File: config.mk
export PLATFORM = sky130hd
export DESIGN_NAME = fp_add_sequencer
export DESIGN_NICKNAME = d
export VERILOG_FILES = /design/src/rtl/fp_add_sequencer.sv
export SDC_FILE = /design/constraint.sdc
export NUM_CORES = 1
export LEC_CHECK = 0
export ABC_AREA = 1
export CAP_MARGIN = 10
export CORE_MARGIN = 1
export CORE_UTILIZATION = 35
export CTS_CLUSTER_DIAMETER = 150
export DETAILED_ROUTE_END_ITERATION = 8
export GPL_TIMING_DRIVEN = 1
export PLACE_DENSITY = 0.51
export SLEW_MARGIN = 0
export SYNTH_ARGS = -nofsm -noshare
export SYNTH_HDL_FRONTEND = slang
export SYNTH_HIERARCHICAL = 1
export SYNTH_SLANG_ARGS = --single-unit
export TNS_END_PERCENT = 10
File: constraint.sdc
create_clock -name clk -period 11.5 [get_ports clk]
set_input_delay 2.875 -clock clk [delete_from_list [all_inputs] [get_ports clk]]
set_output_delay 2.875 -clock clk [all_outputs]
set_load 0.02 [all_outputs]
File: src/rtl/fp_add_sequencer.sv
// Multi-cycle single-precision add/sub: one shared 24-bit ripple-carry adder
// sequenced through ALIGN -> ADD -> NORM, with valid/ready handshakes on both sides.

module ripple_carry_adder_floating #(
    parameter int W = 24
) (
    input  logic [W-1:0] i_a,
    input  logic [W-1:0] i_b,
    input  logic         i_cin,
    output logic [W-1:0] o_sum,
    output logic         o_cout
);
    logic [W:0] w_carry;

    assign w_carry[0] = i_cin;

    generate
        for (genvar gi = 0; gi < W; gi++) begin : g_fa
            assign o_sum[gi]       = i_a[gi] ^ i_b[gi] ^ w_carry[gi];
            assign w_carry[gi + 1] = (i_a[gi] & i_b[gi]) | (w_carry[gi] & (i_a[gi] ^ i_b[gi]));
        end
    endgenerate

    assign o_cout = w_carry[W];
endmodule

module fp_add_sequencer #(
    parameter int MAX_NORM = 23
) (
    input  logic        clk,
    input  logic        rst,
    input  logic        in_valid,
    output logic        in_ready,
    input  logic [31:0] in_a,
    input  logic [31:0] in_b,
    input  logic        in_sub,
    output logic        out_valid,
    input  logic        out_ready,
    output logic [31:0] out_data,
    output logic        busy
);
    localparam int CW = $clog2(MAX_NORM + 1);

    typedef enum logic [2:0] {S_IDLE, S_ALIGN, S_ADD, S_NORM, S_DONE} state_t;

    state_t        r_state;
    logic [31:0]   r_a, r_b;
    logic [23:0]   r_big_mant, r_small_mant, r_mant;
    logic [7:0]    r_exp;
    logic          r_sign, r_eff_sub, r_cout;
    logic [CW-1:0] r_cnt;
    logic [31:0]   r_out_data;
    logic          r_out_valid, r_in_ready, r_busy;

    // Operand decode and alignment, evaluated from the captured operands
    logic [7:0]  w_a_exp, w_b_exp, w_big_exp, w_small_exp, w_diff;
    logic [23:0] w_a_mant, w_b_mant, w_big_mant, w_small_mant, w_small_shifted;
    logic        w_a_nan, w_b_nan, w_a_inf, w_b_inf, w_a_ge, w_nan_result;

    assign w_a_exp  = r_a[30:23];
    assign w_b_exp  = r_b[30:23];
    assign w_a_mant = (w_a_exp == 8'd0) ? 24'd0 : {1'b1, r_a[22:0]};
    assign w_b_mant = (w_b_exp == 8'd0) ? 24'd0 : {1'b1, r_b[22:0]};
    assign w_a_nan  = (w_a_exp == 8'hFF) && (r_a[22:0] != 23'd0);
    assign w_b_nan  = (w_b_exp == 8'hFF) && (r_b[22:0] != 23'd0);
    assign w_a_inf  = (w_a_exp == 8'hFF) && (r_a[22:0] == 23'd0);
    assign w_b_inf  = (w_b_exp == 8'hFF) && (r_b[22:0] == 23'd0);
    assign w_nan_result = w_a_nan || w_b_nan || (w_a_inf && w_b_inf && (r_a[31] != r_b[31]));

    assign w_a_ge       = (w_a_exp > w_b_exp) || ((w_a_exp == w_b_exp) && (w_a_mant >= w_b_mant));
    assign w_big_exp    = w_a_ge ? w_a_exp  : w_b_exp;
    assign w_small_exp  = w_a_ge ? w_b_exp  : w_a_exp;
    assign w_big_mant   = w_a_ge ? w_a_mant : w_b_mant;
    assign w_small_mant = w_a_ge ? w_b_mant : w_a_mant;
    assign w_diff       = w_big_exp - w_small_exp;
    assign w_small_shifted = (w_diff >= 8'd24) ? 24'd0 : (w_small_mant >> w_diff);

    // Subtraction is big + ~small + 1; big >= small so the difference never goes negative
    logic [23:0] w_sum;
    logic        w_cout;

    ripple_carry_adder_floating #(.W(24)) u_adder (
        .i_a    (r_big_mant),
        .i_b    (r_eff_sub ? ~r_small_mant : r_small_mant),
        .i_cin  (r_eff_sub),
        .o_sum  (w_sum),
        .o_cout (w_cout)
    );

    logic [23:0] w_norm_mant;
    logic [7:0]  w_norm_exp, w_inc_exp;
    logic        w_norm_done;
    logic [31:0] w_norm_result;

    assign w_norm_mant = {r_mant[22:0], 1'b0};
    assign w_norm_exp  = r_exp - 8'd1;
    assign w_inc_exp   = r_exp + 8'd1;

    always_comb begin
        w_norm_done   = 1'b0;
        w_norm_result = 32'd0;
        if (r_cout) begin
            w_norm_done   = 1'b1;
            w_norm_result = (w_inc_exp == 8'hFF) ? {r_sign, 8'hFF, 23'd0}
                                                 : {r_sign, w_inc_exp, r_mant[23:1]};
        end else if (r_mant == 24'd0) begin
            w_norm_done = 1'b1;
        end else if (r_mant[23]) begin
            w_norm_done   = 1'b1;
            w_norm_result = {r_sign, r_exp, r_mant[22:0]};
        end else if (w_norm_exp == 8'd0) begin
            w_norm_done   = 1'b1;
            w_norm_result = {r_sign, 31'd0};
        end else if (w_norm_mant[23] || (r_cnt == CW'(MAX_NORM - 1))) begin
            w_norm_done   = 1'b1;
            w_norm_result = {r_sign, w_norm_exp, w_norm_mant[22:0]};
        end
    end

    always_ff @(posedge clk or posedge rst) begin
        if (rst) begin
            r_state      <= S_IDLE;
            r_a          <= 32'd0;
            r_b          <= 32'd0;
            r_big_mant   <= 24'd0;
            r_small_mant <= 24'd0;
            r_mant       <= 24'd0;
            r_exp        <= 8'd0;
            r_sign       <= 1'b0;
            r_eff_sub    <= 1'b0;
            r_cout       <= 1'b0;
            r_cnt        <= '0;
            r_out_data   <= 32'd0;
            r_out_valid  <= 1'b0;
            r_in_ready   <= 1'b1;
            r_busy       <= 1'b0;
        end else begin
            case (r_state)
                S_IDLE: begin
                    if (in_valid && r_in_ready) begin
                        r_a        <= in_a;
                        r_b        <= {in_b[31] ^ in_sub, in_b[30:0]};
                        r_state    <= S_ALIGN;
                        r_in_ready <= 1'b0;
                        r_busy     <= 1'b1;
                    end
                end
                S_ALIGN: begin
                    if (w_nan_result || w_a_inf || w_b_inf) begin
                        r_out_data  <= w_nan_result ? 32'h7FC0_0000 : (w_a_inf ? r_a : r_b);
                        r_out_valid <= 1'b1;
                        r_state     <= S_DONE;
                    end else begin
                        r_big_mant   <= w_big_mant;
                        r_small_mant <= w_small_shifted;
                        r_exp        <= w_big_exp;
                        r_sign       <= w_a_ge ? r_a[31] : r_b[31];
                        r_eff_sub    <= r_a[31] ^ r_b[31];
                        r_state      <= S_ADD;
                    end
                end
                S_ADD: begin
                    r_mant  <= w_sum;
                    r_cout  <= w_cout & ~r_eff_sub;
                    r_cnt   <= '0;
                    r_state <= S_NORM;
                end
                S_NORM: begin
                    r_cout <= 1'b0;
                    r_mant <= w_norm_mant;
                    r_exp  <= w_norm_exp;
                    r_cnt  <= r_cnt + CW'(1);
                    if (w_norm_done) begin
                        r_out_data  <= w_norm_result;
                        r_out_valid <= 1'b1;
                        r_state     <= S_DONE;
                    end
                end
                S_DONE: begin
                    if (out_ready) begin
                        r_out_valid <= 1'b0;
                        r_in_ready  <= 1'b1;
                        r_busy      <= 1'b0;
                        r_state     <= S_IDLE;
                    end
                end
                default: r_state <= S_IDLE;
            endcase
        end
    end

    assign in_ready  = r_in_ready;
    assign out_valid = r_out_valid;
    assign out_data  = r_out_data;
    assign busy      = r_busy;
endmodule

==> out/results.tsv, run 1 <==
metric	value	unit
hpwl dp	28910	µm
H-tree depth	4	
filler instances	3750	
Inserted Clock Buffers	17	
Synth Area in Simple Gates	0.2671	
worst min path class	reg2reg	
IO Pins	104	
final critical-path share of the clock period	0.9092	
post-cts sizing count	0	
Final setup viols	0	
RePlAce Congestion	0.9142	
CTS root buffer	clkbuf_16	
R2R depth	31	
vias in the first global route	11370	
clock buffer depth	2	
Critical Path Most Common Cell	fa_1	
via count	11830	
Synth Area in Compound Gates	0.1697	
top_reg_cell synth	dfrtp_1	
crit path buf inv count	5	
Avg Inst Size Synth	7.493	µm²
Ant. Diodes	0	
final hold vios	0	
Clk Latency, worst-skew pair	460	ps
post-route minimum period	10460	ps
Routed Antenna Nets	0	
Max-Cap Viols	0	
Crit path largest cell delay	420	ps
Initial Util	0.3550	
area grow syn2layout	15.27	%
CTS tree	yes	
Crit path arrival time	10800	ps
die height	191.7	µm
mux cell area share after synthesis	0	
worst slew pin tran	1156	ps
Clock Skews	19.01	ps
main combinational cell family by area after synthesis	simple AND/OR/NAND/NOR gates	
WHS Path Cells	2	
# hold bufs at CTS	0	
Ys Warns	6	
run status	complete, no violations	
crit path max fanout	25	
DRC viols	0	
largest net degree at the start of global routing	119	
GRT Total Usage	0.2216	
Critical-path top delay cell	fa_1	
Iter 0 DRT Violations	1104	
Post-synth ARST share	1.000	
xor/xnor cell area share of the yosys netlist	0.02761	
Post-synth EDFFs	0	
GRT overflow	0	
Synth Register Bits	190	
Final Max Slew Viols	0	
Layout Nets	1849	
RSZ-0062 raised after global routing	no	
core area	35480	µm²
die area	36750	µm²
input/output buffers	103	
Mapped Nets	1813	
Startpoint Class	register	
row count	69	
Cell variety after synth	53	
WL per Instance	17.93	µm
Die W	191.7	µm
mapped cell area	12600	µm²
first drt pass iteration count	5	
Gate Count Post-Synth	1681	
Worst Path Required	11850	ps
layout cell share with drive strength beyond 1	0.04566	
initial antenna violation count	0	
WP depth	31	
Post-CTS Setup Bufs	0	
CP Capture Type	register	
delay-heaviest family, CP	adder cells	
setup TNS	0	ps
CTS clock-pin slew for the worst setup and hold paths	80	ps
via/cell ratio	5.398	
sequential share of the synthesized area	0.3776	
max_slew headroom	0.2265	
Adder-Cell Fraction of Synth Area	0.07688	
FMAX	0.09565	GHz
Clock Sinks	190	
first-pass GRT wire length	63600	µm
total wire length	39280	µm
reg2reg setup slack	1040	ps
crit path kind	reg2reg	
## per-layer routing
layer / wire [µm] / vias up / track usage
li1: - / 5755 / -
met1: 18380 / 5716 / 0.3055
met2: 18580 / 308 / 0.3668
met3: 1621 / 49 / 0.02595
met4: 703 / 0 / 0.05708
met5: 0 / - / 0
## synth_stat cells, types with 4 or more instances
cell / instances / area, µm²
nand2_1: 420 / 1577
dfrtp_1: 189 / 4730
nand3_1: 166 / 830.8
inv_1: 153 / 574.3
o21ai_0: 139 / 695.7
nor2_1: 101 / 379.1
clkbuf_1: 79 / 296.5
a21oi_1: 68 / 340.3
ha_1: 39 / 488.0
o22ai_1: 37 / 231.5
xor2_1: 34 / 297.8
o221ai_1: 32 / 280.3
nand4_1: 27 / 168.9
o21a_1: 26 / 195.2
fa_1: 24 / 480.5
nor3_1: 21 / 105.1
nor4_1: 21 / 131.4
o21ai_1: 13 / 65.06
buf_1: 11 / 41.29
o41ai_1: 9 / 78.83
a31oi_1: 8 / 50.05
nand3_2: 5 / 50.05
buf_2: 4 / 20.02
buf_6: 4 / 45.04
nand2_2: 4 / 25.02
nor2_2: 4 / 25.02
## worst paths after layout
path / to / start
max: r_mant[23] / r_eff_sub
min: out_data[16] / out_data[16]
max reg2reg: r_mant[23] / r_eff_sub
min reg2reg: out_data[16] / out_data[16]
max in group asynchronous: r_a[5] / rst
min in group asynchronous: out_data[25] / rst
## layout by cell type (no fill, tap or decap), drive strengths merged, types with 37 or more instances in the layout
master | Yosys | routed
nand2 | 425 | 425
dfrtp | 189 | 189
nand3 | 171 | 171
inv | 155 | 161
o21ai | 152 | 152
nor2 | 106 | 106
clkdlybuf4s50 | 0 | 103
a21oi | 69 | 69
ha | 39 | 39
o22ai | 37 | 37
## logic make-up (layout without fill, tap and decap cells)
family / count (synthesis) / in the layout
simple gates: 776 / 776
compound gates: 356 / 356
buf+inv: 258 / 307
flops: 190 / 190
fa+ha+maj: 63 / 63
xor+xnor: 38 / 38
## sequential cells by signal, summed over array words and instances (netlist names)
| name | cells |
|---|---|
| busy | 1 |
| in_ready | 1 |
| out_data | 32 |
| out_valid | 1 |
| r_a | 32 |
| r_b | 32 |
| r_big_mant | 24 |
| r_cnt | 5 |
| r_cout | 1 |
| r_eff_sub | 1 |
| r_exp | 8 |
| r_mant | 24 |
| r_sign | 1 |
| r_small_mant | 24 |
| r_state | 3 |
## cell type report
type,instances,area (µm²),area share
Tap cell,461,576.8,0.03973
Clock buffer,18,439.2,0.03025
Clock inverter,14,168.9,0.01163
Multi-Input combinational cell,1233,6838,0.4710
Inverter,157,596.8,0.04111
Timing Repair Buffer,118,1144,0.07877
Sequential cell,190,4756,0.3276
## per-stage QoR
step	area (µm²)	utilization	hold slack [ps]	std cells	worst slack, ps
4_1_cts	14520	0.4092	486.6	2191	1033
6_report	14520	0.4092	479.2	2191	1045
3_3_place_gp	13910	0.3920	461.6	2159	1134
5_1_grt	14520	0.4092	504.5	2191	676.1
3_5_place_dp	13910	0.3920	466.8	2159	1077
2_1_floorplan	12600	-	464.1	1681	1467
## worst reg2reg max path: cells and delay by family, from the launching register on
| kind | cells | cell delay (ps) |
|---|---|---|
| buffers and inverters | 5 | 510 |
| AOI/OAI and AO/OA | 2 | 180 |
| DFF | 1 | 390 |
| adders and majority gates | 24 | 9270 |
Power of run 1 is left out: the tool's default activity adds up to more than one toggle a clock period on the data nets, which glitch-free logic cannot reach.
==> run 2: changes to the inputs <==
Settings changed: CORE_UTILIZATION 35 to 39, PLACE_DENSITY 0.51 to 0.55.
==> out/results.tsv, run 2 (synthesis results as in run 1) <==
metric	value	unit	change
Clk Latency, worst-skew pair	450	ps	was 460 ps
leading cell type in the layout, fill and taps excluded	nand2_1		unchanged
hpwl dp	28030	µm	was 28910 µm
area grow syn2layout	14.85	%	was 15.27%
Initial Util	0.3981		was 0.3550
# hold bufs at CTS	0		unchanged
FMAX	0.09602	GHz	was 0.09565 GHz
Crit path largest cell delay	420	ps	about the same
first drt pass iteration count	5		unchanged
Non-Filler Instances	2131		was 2191
highest-count cells in the layout ignoring fill and taps	420 x nand2_1, 189 x dfrtp_1, 166 x nand3_1		unchanged
WL per Instance	17.95	µm	was 17.93 µm
Final setup viols	0		unchanged
Routed Antenna Nets	0		unchanged
Critical-path top delay cell	fa_1		unchanged
die height	181.7	µm	was 191.7 µm
via count	11830		about the same
setup TNS	0	ps	unchanged
first-pass GRT wire length	62400	µm	was 63600 µm
row count	65		was 69
total wire length	38240	µm	was 39280 µm
Clock Skews	14.49	ps	was 19.01 ps
Crit path arrival time	10770	ps	was 10800 ps
worst slew pin tran	1180	ps	was 1156 ps
GRT Total Usage	0.2393		was 0.2216
final hold vios	0		unchanged
Layout Nets	1848		was 1849
initial antenna violation count	0		unchanged
worst min path class	reg2reg		unchanged
CTS clock-pin slew for the worst setup and hold paths	80	ps	about the same
crit path kind	reg2reg		unchanged
post-route minimum period	10410	ps	was 10460 ps
WHS Path Cells	2		unchanged
clock buffer depth	2		unchanged
Clock Sinks	190		unchanged
CTS root buffer	clkbuf_16		unchanged
Startpoint Class	register		unchanged
CP Capture Type	register		unchanged
vias in the first global route	11400		was 11.37k
RePlAce Congestion	0.9057		was 0.9142
Ant. Diodes	0		unchanged
final critical-path share of the clock period	0.9056		was 0.9092
# placed instances	2099		was 2159
layout cell share with drive strength beyond 1	0.04511		was 0.04566
Post-CTS Setup Bufs	0		unchanged
largest net degree at the start of global routing	120		was 119
core area	31640	µm²	was 35480 µm²
CTS tree	yes		unchanged
H-tree depth	4		unchanged
Final Max Slew Viols	0		unchanged
Iter 0 DRT Violations	1030		was 1104
run status	complete, no violations		unchanged
crit path max fanout	25		unchanged
post-cts sizing count	0		unchanged
filler instances	3257		was 3750
Max-Cap Viols	0		unchanged
via/cell ratio	5.550		was 5.398
die area	33020	µm²	was 36750 µm²
Critical Path Most Common Cell	fa_1		unchanged
input/output buffers	103		unchanged
IO Pins	104		unchanged
max_slew headroom	0.2103		was 0.2265
R2R depth	31		unchanged
GRT overflow	0		unchanged
Worst Path Required	11850	ps	about the same
Inserted Clock Buffers	17		unchanged
RSZ-0062 raised after global routing	no		unchanged
DRC viols	0		unchanged
Die W	181.7	µm	was 191.7 µm
## run 2: changes by cell type in the layout (fill, tap and decap cells not counted)
cell and change:
clkinv_2 -1, clkbuf_8 -1, clkinvlp_4 -1, bufinv_16 +1
inv_6 -1, inv_8 +3, buf_4 -1
## run 2: per-layer routing
layer / routed length, µm / up-vias / GRT usage
li1: - / 5755 / -
met1: 17830 / 5673 / 0.3264
met2: 17910 / 342 / 0.3948
met3: 1660 / 57 / 0.03329
met4: 843 / 0 / 0.07017
met5: 0 / - / 0
## run 2: cell type report
type,count,area [µm²],share of cell area
clock inverters,15,211.5,0.01462
multi-input cells,1233,6838,0.4727
clock buffers,17,425.4,0.02941
flip-flops and latches,190,4756,0.3287
repair buffers,117,1136,0.07853
well taps,402,503.0,0.03477
inverters,157,596.8,0.04126
## run 2: worst paths after layout
check,from,end,slack [ps]
max,r_eff_sub,r_mant[23],1090
max reg2reg,r_eff_sub,r_mant[23],1090
min,out_data[13],out_data[13],480
min in group asynchronous,rst,out_data[25],2970
min reg2reg,out_data[13],out_data[13],480
max in group asynchronous,rst,r_a[12],6990
## run 2: critical path: cells and delay by family, from the launching register on
kind	cells	cell delay, ps
AOI/OAI and AO/OA	2	160
buffers and inverters	5	500
adders and majority gates	24	9260
DFF	1	390
## run 2: metrics by stage
step	worst slack (ps)	area [µm²]	hold WS, ps	util
5_1_grt	590.7	14470	495.4	0.4573
3_3_place_gp	1166	13830	462.1	0.4371
4_1_cts	1116	14470	485.3	0.4573
2_1_floorplan	1467	12600	464.1	-
6_report	1086	14470	477.8	0.4573
3_5_place_dp	1153	13830	464.3	0.4371
Power of run 2 is left out for the same reason.
==> run 3: changes to the inputs <==
Settings changed: HOLD_SLACK_MARGIN set to 0.03.
==> results of run 3 <==
Same layout as run 2: the final DEF is identical, and so are final timing and power.
Power of run 3 is left out for the same reason.
